### config.mk
export PLATFORM = sky130hd
export DESIGN_NAME = ex_mem_stage_flat
export DESIGN_NICKNAME = d
export VERILOG_FILES = /design/src/rtl/ex_mem_stage_if.sv /design/src/rtl/ex_mem_stage.sv /design/src/flat_wrapper.sv
export SDC_FILE = /design/constraint.sdc
export NUM_CORES = 1
export LEC_CHECK = 0
export CAP_MARGIN = 0
export CORE_ASPECT_RATIO = 1.1
export CORE_UTILIZATION = 40
export CTS_CLUSTER_SIZE = 40
export DETAILED_ROUTE_END_ITERATION = 7
export PLACE_DENSITY = 0.85
export SLEW_MARGIN = 10
export SYNTH_ARGS = -nofsm -noshare
export SYNTH_HDL_FRONTEND = slang
export SYNTH_SLANG_ARGS = --single-unit
### constraint.sdc
create_clock -name clk -period 7.6 [get_ports clk]
set_input_delay 1.14 -clock clk [delete_from_list [all_inputs] [get_ports clk]]
set_output_delay 1.14 -clock clk [all_outputs]
set_load 0.005 [all_outputs]
### src/rtl/ex_mem_stage_if.sv
// EX->MEM bundle: execute-stage inputs, MEM-stage registers,
// and the stall/busy feedback driven back toward the front end.
interface ex_mem_stage_if;
    logic [4:0]  ALUControlE;
    logic [31:0] ALUResultE;
    logic [31:0] WriteDataE;
    logic [31:0] PCPlus4E;
    logic [4:0]  RD_E;
    logic        RegWriteE;
    logic        MemWriteE;
    logic [1:0]  ResultSrcE;
    logic        FlushE;

    logic [31:0] ALUResultM;
    logic [31:0] WriteDataM;
    logic [31:0] PCPlus4M;
    logic [4:0]  RD_M;
    logic        RegWriteM;
    logic        MemWriteM;
    logic [1:0]  ResultSrcM;

    logic        StallE;
    logic        MulBusy;

    modport master (
        output ALUControlE, ALUResultE, WriteDataE, PCPlus4E,
        output RD_E, RegWriteE, MemWriteE, ResultSrcE, FlushE,
        input  ALUResultM, WriteDataM, PCPlus4M,
        input  RD_M, RegWriteM, MemWriteM, ResultSrcM,
        input  StallE, MulBusy
    );

    modport slave (
        input  ALUControlE, ALUResultE, WriteDataE, PCPlus4E,
        input  RD_E, RegWriteE, MemWriteE, ResultSrcE, FlushE,
        output ALUResultM, WriteDataM, PCPlus4M,
        output RD_M, RegWriteM, MemWriteM, ResultSrcM,
        output StallE, MulBusy
    );
endinterface

### src/rtl/ex_mem_stage.sv
// EX/MEM pipeline register with multi-cycle multiply tracking.
// Multiplies hold EX and feed bubbles to MEM until the product is valid.
module ex_mem_stage #(
    parameter int MUL_LATENCY = 2
) (
    input logic            clk,
    input logic            rst,
    ex_mem_stage_if.slave  bus
);
    localparam int CW = $clog2(MUL_LATENCY) + 1;
    localparam bit MULTI = (MUL_LATENCY > 1);
    localparam logic [CW-1:0] CNT_LOAD = CW'(MUL_LATENCY - 1);

    typedef enum logic {IDLE, WAIT} state_t;

    state_t        state;
    logic [CW-1:0] cnt;
    logic          is_mul;
    logic          stall;
    logic          capture;

    assign is_mul = (bus.ALUControlE >= 5'b01010)
                 && (bus.ALUControlE <= 5'b01101);

    // Stall/capture decision; a redirect always beats a pending multiply.
    always_comb begin
        stall   = 1'b0;
        capture = 1'b0;
        if (!bus.FlushE) begin
            unique case (state)
                IDLE: begin
                    stall   = is_mul && MULTI;
                    capture = !(is_mul && MULTI);
                end
                WAIT: begin
                    stall   = (cnt != '0);
                    capture = (cnt == '0);
                end
            endcase
        end
    end

    assign bus.StallE  = stall & ~rst;
    assign bus.MulBusy = (state == WAIT);

    // Sequencer state plus MEM registers: capture EX or insert a bubble.
    always_ff @(posedge clk or posedge rst) begin
        if (rst) begin
            state          <= IDLE;
            cnt            <= '0;
            bus.ALUResultM <= '0;
            bus.WriteDataM <= '0;
            bus.PCPlus4M   <= '0;
            bus.RD_M       <= '0;
            bus.RegWriteM  <= 1'b0;
            bus.MemWriteM  <= 1'b0;
            bus.ResultSrcM <= '0;
        end else begin
            unique case (state)
                IDLE: begin
                    if (!bus.FlushE && is_mul && MULTI) begin
                        cnt   <= CNT_LOAD;
                        state <= WAIT;
                    end
                end
                WAIT: begin
                    if (bus.FlushE) begin
                        state <= IDLE;
                    end else if (cnt != '0) begin
                        cnt <= cnt - CW'(1);
                    end else begin
                        state <= IDLE;
                    end
                end
            endcase

            if (capture) begin
                bus.ALUResultM <= bus.ALUResultE;
                bus.WriteDataM <= bus.WriteDataE;
                bus.PCPlus4M   <= bus.PCPlus4E;
                bus.RD_M       <= bus.RD_E;
                bus.RegWriteM  <= bus.RegWriteE;
                bus.MemWriteM  <= bus.MemWriteE;
                bus.ResultSrcM <= bus.ResultSrcE;
            end else begin
                bus.ALUResultM <= '0;
                bus.WriteDataM <= '0;
                bus.PCPlus4M   <= '0;
                bus.RD_M       <= '0;
                bus.RegWriteM  <= 1'b0;
                bus.MemWriteM  <= 1'b0;
                bus.ResultSrcM <= '0;
            end
        end
    end
endmodule

### src/flat_wrapper.sv
// flat-port wrapper written by rule: the top's interface ports become plain ports
module ex_mem_stage_flat 
#(
    parameter int MUL_LATENCY = 2
)
  (clk, rst, bus_ALUControlE, bus_ALUResultE, bus_WriteDataE, bus_PCPlus4E, bus_RD_E, bus_RegWriteE, bus_MemWriteE, bus_ResultSrcE, bus_FlushE, bus_ALUResultM, bus_WriteDataM, bus_PCPlus4M, bus_RD_M, bus_RegWriteM, bus_MemWriteM, bus_ResultSrcM, bus_StallE, bus_MulBusy);
  ex_mem_stage_if bus_i ();
  input logic clk;
  input logic rst;
  input wire logic [$bits(bus_i.ALUControlE)-1:0] bus_ALUControlE;
  input wire logic [$bits(bus_i.ALUResultE)-1:0] bus_ALUResultE;
  input wire logic [$bits(bus_i.WriteDataE)-1:0] bus_WriteDataE;
  input wire logic [$bits(bus_i.PCPlus4E)-1:0] bus_PCPlus4E;
  input wire logic [$bits(bus_i.RD_E)-1:0] bus_RD_E;
  input wire logic [$bits(bus_i.RegWriteE)-1:0] bus_RegWriteE;
  input wire logic [$bits(bus_i.MemWriteE)-1:0] bus_MemWriteE;
  input wire logic [$bits(bus_i.ResultSrcE)-1:0] bus_ResultSrcE;
  input wire logic [$bits(bus_i.FlushE)-1:0] bus_FlushE;
  output wire logic [$bits(bus_i.ALUResultM)-1:0] bus_ALUResultM;
  output wire logic [$bits(bus_i.WriteDataM)-1:0] bus_WriteDataM;
  output wire logic [$bits(bus_i.PCPlus4M)-1:0] bus_PCPlus4M;
  output wire logic [$bits(bus_i.RD_M)-1:0] bus_RD_M;
  output wire logic [$bits(bus_i.RegWriteM)-1:0] bus_RegWriteM;
  output wire logic [$bits(bus_i.MemWriteM)-1:0] bus_MemWriteM;
  output wire logic [$bits(bus_i.ResultSrcM)-1:0] bus_ResultSrcM;
  output wire logic [$bits(bus_i.StallE)-1:0] bus_StallE;
  output wire logic [$bits(bus_i.MulBusy)-1:0] bus_MulBusy;
  assign bus_i.ALUControlE = bus_ALUControlE;
  assign bus_i.ALUResultE = bus_ALUResultE;
  assign bus_i.WriteDataE = bus_WriteDataE;
  assign bus_i.PCPlus4E = bus_PCPlus4E;
  assign bus_i.RD_E = bus_RD_E;
  assign bus_i.RegWriteE = bus_RegWriteE;
  assign bus_i.MemWriteE = bus_MemWriteE;
  assign bus_i.ResultSrcE = bus_ResultSrcE;
  assign bus_i.FlushE = bus_FlushE;
  assign bus_ALUResultM = bus_i.ALUResultM;
  assign bus_WriteDataM = bus_i.WriteDataM;
  assign bus_PCPlus4M = bus_i.PCPlus4M;
  assign bus_RD_M = bus_i.RD_M;
  assign bus_RegWriteM = bus_i.RegWriteM;
  assign bus_MemWriteM = bus_i.MemWriteM;
  assign bus_ResultSrcM = bus_i.ResultSrcM;
  assign bus_StallE = bus_i.StallE;
  assign bus_MulBusy = bus_i.MulBusy;
  ex_mem_stage #(.MUL_LATENCY(MUL_LATENCY)) u_core (.clk(clk), .rst(rst), .bus(bus_i));
endmodule
==> results by group, run 1 <==
Critical path
  – R2R setup slack: 5080 ps
  – Reg2Reg Launch Point: u_core.cnt[0]
  – Worst EP required: 6460 ps
  – Crit. End Element: output pin
  – Crit start category: primary input
  – Setup CP Type: primary input to output pin
  – Worst-path fanout max: 4
  – R2R depth: 6
  – Worst r2r dst: u_core.bus.ALUResultM[6]
  – Worst path arrival time: 2840 ps

Min path
  – Hold Crit Class: flip-flop to flip-flop
  – Hold Path Origin: u_core.cnt[1]
  – Hold Path Depth: 1
  – Hold EP: u_core.cnt[1]

Pwr
  – Power share of the sequential group: 49.5%
  – Pint: 1.01 mW
  – Comb pwr share: 18.1%
  – Worst vdd ir: 0.138 mV
  – Psw: 0.278 mW
  – Switching Fraction: 21.6%
  – Pwr per Cell Area: 210 nW/um^2
  – Leak: 2.73 nW
  – Clk network pwr share: 32.3%
  – Tot Pwr: 1.28 mW

Floorplan
  – Die area: 9430 sq um
  – Core area: 8830 sq um
  – Die height: 102 um
  – Row count: 36
  – Boundary pin count: 220
  – Initial Util: 41.0%
  – Die W: 92.7 um

CTS
  – Clock buffer depth: 2
  – H-Tree Level Count: 3
  – Clk Latency, worst-skew pair: 360 ps
  – Post-cts resize count: 0
  – Num CTS Buffers: 9
  – Cts hold-fix bufs: 0
  – Clock slew at reported path FFs: 90 ps
  – Root Buffer: clkbuf_8
  – TritonCTS clock tree: done
  – Setup bufs post-CTS: 0
  – Clk sink count: 108

Cells and area
  – Ant. Diodes: 0
  – Final nets: 574
  – Final cell count without fillers: 579
  – Share of cells above drive strength 1: 10.3%
  – Post-Route Utilization: 69.2%
  – # fillers: 667
  – Area Overhead vs Synth: 68.7%

Routing
  – Drt wl/cell: 14.4 um
  – Vias/cell: 4.30
  – Final ANT Viol Nets: 0
  – Residual DRC count: 0
  – Drt initial violations: 51
  – Total Wirelength: 8.35 mm
  – Vias: 2487
  – 1st-pass router iterations: 4

Logic synthesis
  – Sequential-to-total area share from yosys stat: 74.7%
  – Syn Nets: 354
  – Synth warn: 0
  – Seq cells post-synth: 108
  – Post-Synthesis Cells: 240
  – Share of the synthesized area in the top cell type: 74.7%
  – Cell taking the most area after synthesis: dfrtp_1
  – Ranking of synthesized cells by area: dfrtp_1 75%, and2_1 13%, and2_2 5.8%, buf_8 2.1%, a311oi_4 0.73%
  – Post-Synthesis Cell Area: 3620 sq um
  – Syn_area_per_cell: 15.1 sq um
  – Synth unique cells: 17

STA
  – Setup Skew: 14.9 ps
  – Final setup violation count: 0
  – Final Max Tran Viols: 0
  – Worst-Margin Slew: 1110 ps
  – Worst relative slew slack: 26.0%
  – Total Negative Setup Slacks: 0 ps
  – Final Hold Slack: 520 ps
  – Crit share post-route: 52.4%
  – Endpoints failing hold: 0
  – RSZ-0062 raised after global routing: false
  – Tmin final: 3980 ps
  – Fmax: 251 MHz

Flow run
  – Max cap viols: 0

GRT
  – Vias in the first global route: 2559
  – Total congestion overflow: 0
  – First-pass GRT wire length: 12.7 mm
  – Pin count of the biggest net entering global routing: 71
  – Initial antenna violation count: 0
  – GRT Util Overall: 18.0%

Outcome
  – Status: completed

Placement
  – Port Buf Inserts: 218
  – Post-DP HPWL: 6.31 mm
  – Placed insts: 563
  – GPL Wtd Cong: 0.712
==> through the flow <==
stage,area (sq um),setup WS (ps)
floorplan,3620,3610
global placement,5860,3750
detailed placement,5860,3680
CTS,6110,3660
global route,6110,3590
finish,6110,3620
==> worst max-delay path by stage <==
| stage | from | endpoint | slack, ps | depth (start not counted) |
|---|---|---|---|---|
| 3_5_place_dp | bus_FlushE | bus_StallE | 3680 | 5 |
| 4_1_cts | bus_FlushE | bus_StallE | 3660 | 5 |
| 6_report | bus_FlushE | bus_StallE | 3620 | 5 |
| 3_3_place_gp | bus_FlushE | bus_StallE | 3750 | 5 |
| 5_1_grt | bus_FlushE | bus_StallE | 3590 | 5 |
| 2_1_floorplan | rst | u_core.bus.ALUResultM[0] | 3610 | 1 |
==> per-layer routing <==
layer / share of wire (%) / GRT usage [%] / up-vias
met2: 53 / 31.5 / 130
met3: 10 / 6.61 / 12
met5: 0 / 0 / -
met4: 1.4 / 7.57 / 0
met1: 36 / 19.8 / 1185
li1: - / - / 1160
==> state kept, by name, indices dropped and copies added, names as in the netlist <==
| name | count |
|---|---|
| u_core.bus.RegWriteM | 1 |
| u_core.bus.ALUResultM | 32 |
| u_core.bus.RD_M | 5 |
| u_core.bus.ResultSrcM | 2 |
| u_core.bus.PCPlus4M | 32 |
| u_core.bus.WriteDataM | 32 |
| u_core.bus.MulBusy | 1 |
| u_core.cnt | 2 |
| u_core.bus.MemWriteM | 1 |
==> kinds of logic after synthesis <==
family,count (synthesis),share of synthesized area [%]
fa+ha+maj,1,0.346
simple gates,110,19.9
buf+inv,16,3.42
xor+xnor,1,0.242
mux,1,0.277
flops,108,74.7
compound gates,3,1.11
==> cell type report <==
class                      count  area, sq um  area share (%)
clock buffer                  10          138            2.25
clock inverter                 6          111            1.82
inverter                       5         21.3           0.348
multi-input combinational    116          793            13.0
sequential                   108         2700            44.3
tap                          114          143            2.34
timing repair buffer         220         2200            36.0
==> power by group through the flow <==
stage | registers [mW] | clock network [mW] | logic, mW
global route | 0.642 | 0.455 | 0.256
global placement | 0.646 | 0 | 0.231
floorplan | 0.654 | 0 | 0.0756
CTS | 0.637 | 0.425 | 0.238
detailed placement | 0.649 | 0 | 0.237
finish | 0.636 | 0.416 | 0.233
==> synth_stat cells <==
master,instances
dfrtp_1,108
ha_1,1
xor2_1,1
buf_8,5
clkbuf_1,5
mux2i_1,1
a21oi_1,1
a22o_1,1
nor4b_1,1
nor3b_1,1
nor2b_1,1
buf_6,1
nor2_1,2
and2_2,28
a311oi_4,1
and2_1,77
inv_1,5
==> cells in the final DEF, fill, tap and decap left out, types with 2 or more instances in the layout <==
cell type        count
dfrtp_1            108
bufinv_16            3
clkdlybuf4s50_1    218
nor2_1               2
inv_1                4
buf_4                2
and2_2              28
clkbuf_8            10
and2_1              77
==> worst max-delay path, stage by stage <==
cell and delay, ps:
clkdlybuf4s50_1 490, nor3b_1 400, a21oi_1 170, nor2_1 120, clkdlybuf4s50_1 500
Power figures use the tool's default switching activity.
==> inputs of run 2 (changes only) <==
--- a/config.mk
+++ b/config.mk
@@ -7,10 +7,10 @@
 export LEC_CHECK = 0
 export CAP_MARGIN = 0
 export CORE_ASPECT_RATIO = 1.1
-export CORE_UTILIZATION = 40
+export CORE_UTILIZATION = 37
 export CTS_CLUSTER_SIZE = 40
 export DETAILED_ROUTE_END_ITERATION = 7
-export PLACE_DENSITY = 0.85
+export PLACE_DENSITY = 0.79
 export SLEW_MARGIN = 10
 export SYNTH_ARGS = -nofsm -noshare
 export SYNTH_HDL_FRONTEND = slang
==> constraint.sdc (replaced) <==
create_clock -name clk -period 3.68 [get_ports clk]
set_input_delay 0.552 -clock clk [delete_from_list [all_inputs] [get_ports clk]]
set_output_delay 0.552 -clock clk [all_outputs]
set_load 0.005 [all_outputs]
==> run 2 against run 1 <==
  * Core utilization is 4.7 points lower
  * Combinational power is 110% higher
  * Wire length is 3.2% higher
  * Sequential share of layout area increased by 0.16 points
  * Flip-flop and latch count did not move
  * First-iteration DRC count decreased by 2.0%
  * Sequential power up 110%
  * Critical path type unchanged
  * Largest power group unchanged
  * Highest routed layer unchanged
==> results by group, run 2 (synthesis results as in run 1) <==
Pwr
  – Comb pwr share: 19.2% (was 18.1%)
  – Clk network pwr share: 29.0% (was 32.3%)
  – Pwr per Cell Area: 417 nW/um^2 (was 210 nW/um^2)
  – Tot Pwr: 2.54 mW (was 1.28 mW)
  – Leak: 2.72 nW (was 2.73 nW)
  – Psw: 0.557 mW (was 0.278 mW)
  – Pint: 1.98 mW (was 1.01 mW)
  – Power share of the sequential group: 51.8% (was 49.5%)
  – Worst vdd ir: 0.248 mV (was 0.138 mV)
  – Switching Fraction: 22.0% (was 21.6%)

Floorplan
  – Row count: 37 (was 36)
  – Die height: 106 um (was 102 um)
  – Die W: 96.3 um (was 92.7 um)
  – Initial Util: 38.3% (was 41.0%)
  – Boundary pin count: 220 (unchanged)
  – Core area: 9440 sq um (was 8830 sq um)
  – Die area: 10200 sq um (was 9430 sq um)

CTS
  – Post-cts resize count: 0 (unchanged)
  – Clock slew at reported path FFs: 90 ps (about the same)
  – Cts hold-fix bufs: 0 (unchanged)
  – Clk Latency, worst-skew pair: 360 ps (about the same)
  – Root Buffer: clkbuf_8 (unchanged)
  – Clk sink count: 108 (unchanged)
  – H-Tree Level Count: 3 (unchanged)
  – Clock buffer depth: 2 (unchanged)
  – Num CTS Buffers: 9 (unchanged)
  – TritonCTS clock tree: done (unchanged)
  – Setup bufs post-CTS: 0 (unchanged)

GRT
  – Initial antenna violation count: 0 (unchanged)
  – GRT Util Overall: 17.3% (was 18.0%)
  – First-pass GRT wire length: 12.8 mm (was 12.7 mm)
  – Vias in the first global route: 2626 (was 2559)
  – Pin count of the biggest net entering global routing: 67 (was 71)
  – Total congestion overflow: 0 (unchanged)

Cells and area
  – Final nets: 575 (was 574)
  – Finished Cell Area: 6080 sq um (was 6110 sq um)
  – Top Registers: u_core.bus.ALUResultM: 32 flops, u_core.bus.PCPlus4M: 32 flops, u_core.bus.WriteDataM: 32 flops (unchanged)
  – Area Overhead vs Synth: 68.1% (was 68.7%)
  – Most frequent cells in the layout: 218 x clkdlybuf4s50_1, 108 x dfrtp_1, 77 x and2_1 (unchanged)
  – Most common cell after layout, fill and taps aside: clkdlybuf4s50_1 (unchanged)
  – Ant. Diodes: 0 (unchanged)
  – Share of cells above drive strength 1: 9.89% (was 10.3%)
  – Post-Route Utilization: 64.4% (was 69.2%)
  – # fillers: 744 (was 667)

STA
  – RSZ-0062 raised after global routing: false (unchanged)
  – Final Max Tran Viols: 0 (unchanged)
  – Crit share post-route: 75.3%
  – Worst relative slew slack: 61.2% (was 26.0%)
  – Final setup violation count: 0 (unchanged)
  – Total Negative Setup Slacks: 0 ps (unchanged)
  – Worst-Margin Slew: 582 ps (was 1110 ps)
  – Setup Skew: 7.88 ps (was 14.9 ps)
  – Fmax: 361 MHz
  – Final setup margin: 909 ps (was 3620 ps)
  – Endpoints failing hold: 0 (unchanged)
  – Tmin final: 2770 ps

Flow run
  – Max cap viols: 0 (unchanged)

Placement
  – Port Buf Inserts: 218 (unchanged)
  – GPL Wtd Cong: 0.748 (was 0.712)
  – Area post-placement: 5880 sq um (was 5860 sq um)
  – Post-DP HPWL: 6.38 mm (was 6.31 mm)
  – Pre-CTS setup slack: 939 ps (was 3680 ps)

Min path
  – Hold Path Depth: 1 (unchanged)
  – Hold Crit Class: flip-flop to flip-flop (unchanged)

Critical path
  – Setup CP Type: primary input to output pin (unchanged)
  – R2R setup slack: 1920 ps (was 5080 ps)
  – Worst EP required: 3130 ps (was 6460 ps)
  – R2R depth: 6 (unchanged)
  – Crit start category: primary input (unchanged)
  – CP max stage cell: clkdlybuf4s50_1 (unchanged)
  – Critical Path Max Stage Delay: 530 ps (was 500 ps)
  – Worst path most repeated cell: clkdlybuf4s50_1 (unchanged)
  – Worst path arrival time: 2220 ps (was 2840 ps)
  – Crit path cell chain: clkdlybuf4s50_1, nor4b_1, a21oi_1, nor2_1, clkdlybuf4s50_1 (was clkdlybuf4s50_1, nor3b_1, a21oi_1, nor2_1, clkdlybuf4s50_1)
  – Worst-path fanout max: 4 (unchanged)
  – Crit. End Element: output pin (unchanged)

Routing
  – Residual DRC count: 0 (unchanged)
  – Vias/cell: 4.31 (was 4.30)
  – Total Wirelength: 8.62 mm (was 8.35 mm)
  – Drt initial violations: 50 (was 51)
  – 1st-pass router iterations: 3 (was 4)
  – Final ANT Viol Nets: 0 (unchanged)
  – Vias: 2508 (was 2487)
  – Drt wl/cell: 14.8 um (was 14.4 um)

Outcome
  – Status: completed (unchanged)
## run 2: cell types whose count changed in the layout (fill, tap and decap cells not counted), sizes merged
cell,previous run,this run
buf,2,3
bufinv,3,1
clkbuf,10,14
clkinv,2,0
clkinvlp,1,0
## run 2: per-layer routing
metal / wire (um) / vias to the layer above / global-route usage [%]
met4: 197 / 0 / 8.09
met1: 3010 / 1192 / 17.5
met3: 895 / 18 / 6.57
met5: 0 / - / 0
met2: 4520 / 139 / 30.7
li1: - / 1159 / -
## run 2: final timing paths
check | startpoint | endpoint
worst max-delay path | bus_ALUControlE[3] | bus_StallE
worst min-delay path | u_core.cnt[1] | u_core.cnt[1]
worst max register to register | u_core.cnt[0] | u_core.bus.PCPlus4M[21]
worst min register to register | u_core.cnt[1] | u_core.cnt[1]
max in group asynchronous | rst | u_core.bus.PCPlus4M[8]
min in group asynchronous | rst | u_core.bus.WriteDataM[5]
## run 2: per-stage QoR
| step | std cells | hold WS (ps) |
|---|---|---|
| finish | 582 | 517 |
| global route | 582 | 536 |
| CTS | 582 | 518 |
| detailed placement | 567 | 497 |
| global placement | 567 | 488 |
| floorplan | 240 | 466 |
## run 2: critical path, delay by kind of cell
family                 cells  cell delay [ps]
buffers and inverters      2             1030
AOI/OAI and AO/OA          1              190
and+or+nand+nor            2              440
## run 2: area by class of cell
class | instances | area, sq um | share of cell area (%)
multi-input combinational | 116 | 793 | 13.0
inverter | 5 | 21.3 | 0.350
clock inverter | 1 | 30.0 | 0.494
sequential | 108 | 2700 | 44.4
clock buffer | 14 | 173 | 2.84
tap | 117 | 146 | 2.41
timing repair buffer | 221 | 2220 | 36.4
## run 2: power by group through the flow
stage | Sequential [mW] | Combinational, mW | Clock [mW]
2_1_floorplan | 1.35 | 0.156 | 0
3_3_place_gp | 1.33 | 0.482 | 0
3_5_place_dp | 1.34 | 0.494 | 0
4_1_cts | 1.32 | 0.497 | 0.759
5_1_grt | 1.33 | 0.531 | 0.808
6_report | 1.32 | 0.487 | 0.735
==> inputs of run 3 (changes only) <==
==> constraint.sdc (replaced) <==
create_clock -name clk -period 2.8 [get_ports clk]
set_input_delay 0.42 -clock clk [delete_from_list [all_inputs] [get_ports clk]]
set_output_delay 0.42 -clock clk [all_outputs]
set_load 0.005 [all_outputs]
==> run 3 against run 2 <==
  * Setup slack worse by 670 ps
  * Sequential power is 31% higher
  * Die area did not move
  * Cell count grew 0.34%
  * Critical path depth is 1 higher
  * Core utilization is 0.24 points higher
  * Highest routed layer unchanged
==> results by group, run 3 (synthesis results as in run 1) <==
Critical path
  – Worst path arrival time: 2140 ps (was 2220 ps)
  – Critical Path Max Stage Delay: 510 ps (was 530 ps)
  – Stages on the worst setup path: 6 (was 5)
  – Worst r2r dst: u_core.bus.WriteDataM[30] (was u_core.bus.PCPlus4M[21])
  – Setup CP Type: flip-flop to output pin (was primary input to output pin)
  – Worst EP required: 2380 ps (was 3130 ps)
  – CP max stage cell: clkdlybuf4s50_1 (unchanged)
  – Crit start category: flip-flop (was primary input)
  – Crit. End Element: output pin (unchanged)
  – CP delay by family, top: buffers and inverters (unchanged)
  – Buf+Inv Stages, Crit Path: 2 (unchanged)
  – Reg2Reg Launch Point: u_core.cnt[0] (unchanged)
  – R2R setup slack: 1080 ps (was 1920 ps)
  – Crit path cell chain: inv_1, ha_1, nor3b_1, a21oi_1, nor2_1, clkdlybuf4s50_1 (was clkdlybuf4s50_1, nor4b_1, a21oi_1, nor2_1, clkdlybuf4s50_1)
  – Worst-path fanout max: 4 (unchanged)
  – R2R depth: 6 (unchanged)

Cells and area
  – Most common cell after layout, fill and taps aside: clkdlybuf4s50_1 (unchanged)
  – Share of cells above drive strength 1: 10.5% (was 9.89%)
  – Area Overhead vs Synth: 68.7% (was 68.1%)
  – Final nets: 576 (was 575)
  – Top Registers: u_core.bus.ALUResultM: 32 flops, u_core.bus.PCPlus4M: 32 flops, u_core.bus.WriteDataM: 32 flops (unchanged)
  – Most frequent cells in the layout: 218 x clkdlybuf4s50_1, 108 x dfrtp_1, 77 x and2_1 (unchanged)
  – # fillers: 727 (was 744)
  – Ant. Diodes: 0 (unchanged)

Routing
  – Drt initial violations: 77 (was 50)
  – Residual DRC count: 0 (unchanged)
  – 1st-pass router iterations: 4 (was 3)
  – Drt wl/cell: 14.8 um (about the same)
  – Total Wirelength: 8.66 mm (was 8.62 mm)
  – Final ANT Viol Nets: 0 (unchanged)
  – Vias/cell: 4.28 (was 4.31)
  – Vias: 2501 (was 2508)

Pwr
  – Worst vdd ir: 0.253 mV (was 0.248 mV)
  – Leak: 2.73 nW (was 2.72 nW)
  – Pwr per Cell Area: 555 nW/um^2 (was 417 nW/um^2)
  – Tot Pwr: 3.39 mW (was 2.54 mW)

CTS
  – Clk sink count: 108 (unchanged)
  – Setup bufs post-CTS: 0 (unchanged)
  – Cts hold-fix bufs: 0 (unchanged)
  – Clock slew at reported path FFs: 100 ps (was 90 ps)
  – Clock buffer depth: 2 (unchanged)
  – Num CTS Buffers: 9 (unchanged)
  – TritonCTS clock tree: done (unchanged)
  – H-Tree Level Count: 3 (unchanged)
  – Clk Latency, worst-skew pair: 350 ps (was 360 ps)
  – Post-cts resize count: 0 (unchanged)
  – Root Buffer: clkbuf_8 (unchanged)

Placement
  – Port Buf Inserts: 218 (unchanged)
  – Post-DP HPWL: 6.46 mm (was 6.38 mm)
  – GPL Wtd Cong: 0.743 (was 0.748)

STA
  – Worst relative slew slack: 62.3% (was 61.2%)
  – Fmax: 391 MHz
  – Final Max Tran Viols: 0 (unchanged)
  – Total Negative Setup Slacks: 0 ps (unchanged)
  – Endpoints failing hold: 0 (unchanged)
  – Final setup violation count: 0 (unchanged)
  – Crit share post-route: 91.4%
  – RSZ-0062 raised after global routing: false (unchanged)
  – Worst-Margin Slew: 565 ps (was 582 ps)
  – Setup Skew: 6.69 ps (was 7.88 ps)
  – Tmin final: 2560 ps

Floorplan
  – Row count: 37 (unchanged)
  – Core area: 9440 sq um (unchanged)
  – Die area: 10200 sq um (unchanged)
  – Die height: 106 um (unchanged)
  – Initial Util: 38.3% (unchanged)
  – Boundary pin count: 220 (unchanged)
  – Die W: 96.3 um (unchanged)

Outcome
  – Status: completed (unchanged)

Flow run
  – Max cap viols: 0 (unchanged)

GRT
  – Vias in the first global route: 2657 (was 2626)
  – Total congestion overflow: 0 (unchanged)
  – GRT Util Overall: 17.4% (was 17.3%)
  – Pin count of the biggest net entering global routing: 61 (was 67)
  – Initial antenna violation count: 0 (unchanged)
  – First-pass GRT wire length: 13.1 mm (was 12.8 mm)

Min path
  – Hold Crit Class: primary input to asynchronous set/reset pin (was flip-flop to flip-flop)
[run 3: cell types whose count changed in the layout (fill, tap and decap cells not counted)]
cell,before,now
clkbuf_8,12,10
bufinv_16,1,2
inv_4,1,0
clkinvlp_4,0,1
clkbuf_1,2,1
clkinv_2,0,3
buf_4,2,3
[run 3: metrics by stage]
step / worst slack (ps) / area (sq um) / hold WS, ps / util (%) / instances
2_1_floorplan: 1080 / 3620 / 466 / - / 240
3_3_place_gp: 394 / 5890 / 486 / 62.4 / 568
3_5_place_dp: 309 / 5890 / 490 / 62.4 / 568
4_1_cts: 229 / 6110 / 482 / 64.7 / 584
5_1_grt: 138 / 6110 / 530 / 64.7 / 584
6_report: 241 / 6110 / 480 / 64.7 / 584
[run 3: worst max path at each step]
stage | slack, ps | end | startpoint
final | 240 | bus_StallE | u_core.cnt[0]
after global routing | 140 | bus_StallE | u_core.cnt[0]
after CTS | 230 | bus_StallE | u_core.cnt[0]
after detailed placement | 310 | bus_StallE | bus_FlushE
after global placement | 390 | bus_StallE | bus_ALUControlE[3]
after floorplan | 1080 | u_core.bus.ALUResultM[0] | rst
[run 3: metal layers]
metal	GRT usage, %	up-vias	part of all wire (%)
met5	0	-	0
li1	-	1165	-
met4	10.1	0	3.0
met1	17.8	1182	34
met3	5.77	20	10
met2	30.4	134	53
[run 3: report_power, final]
group	switching, mW	internal [mW]
sequential	0.0387	1.69
combinational	0.209	0.430
clock	0.497	0.525
total	0.744	2.64
[run 3: worst reg2reg max path, cell delays in order, from the launching register on]
cell and delay [ps]:
dfrtp_1 370, inv_1 80, ha_1 180, nor2b_1 70
a311oi_4 270, buf_4 440, and2_2 240
[run 3: cell type report]
class | count | area, sq um | share of cell area, %
clock inverter | 5 | 75.1 | 1.23
multi-input combinational | 116 | 793 | 13.0
sequential | 108 | 2700 | 44.3
tap | 117 | 146 | 2.40
inverter | 5 | 22.5 | 0.369
timing repair buffer | 222 | 2220 | 36.4
clock buffer | 11 | 141 | 2.32
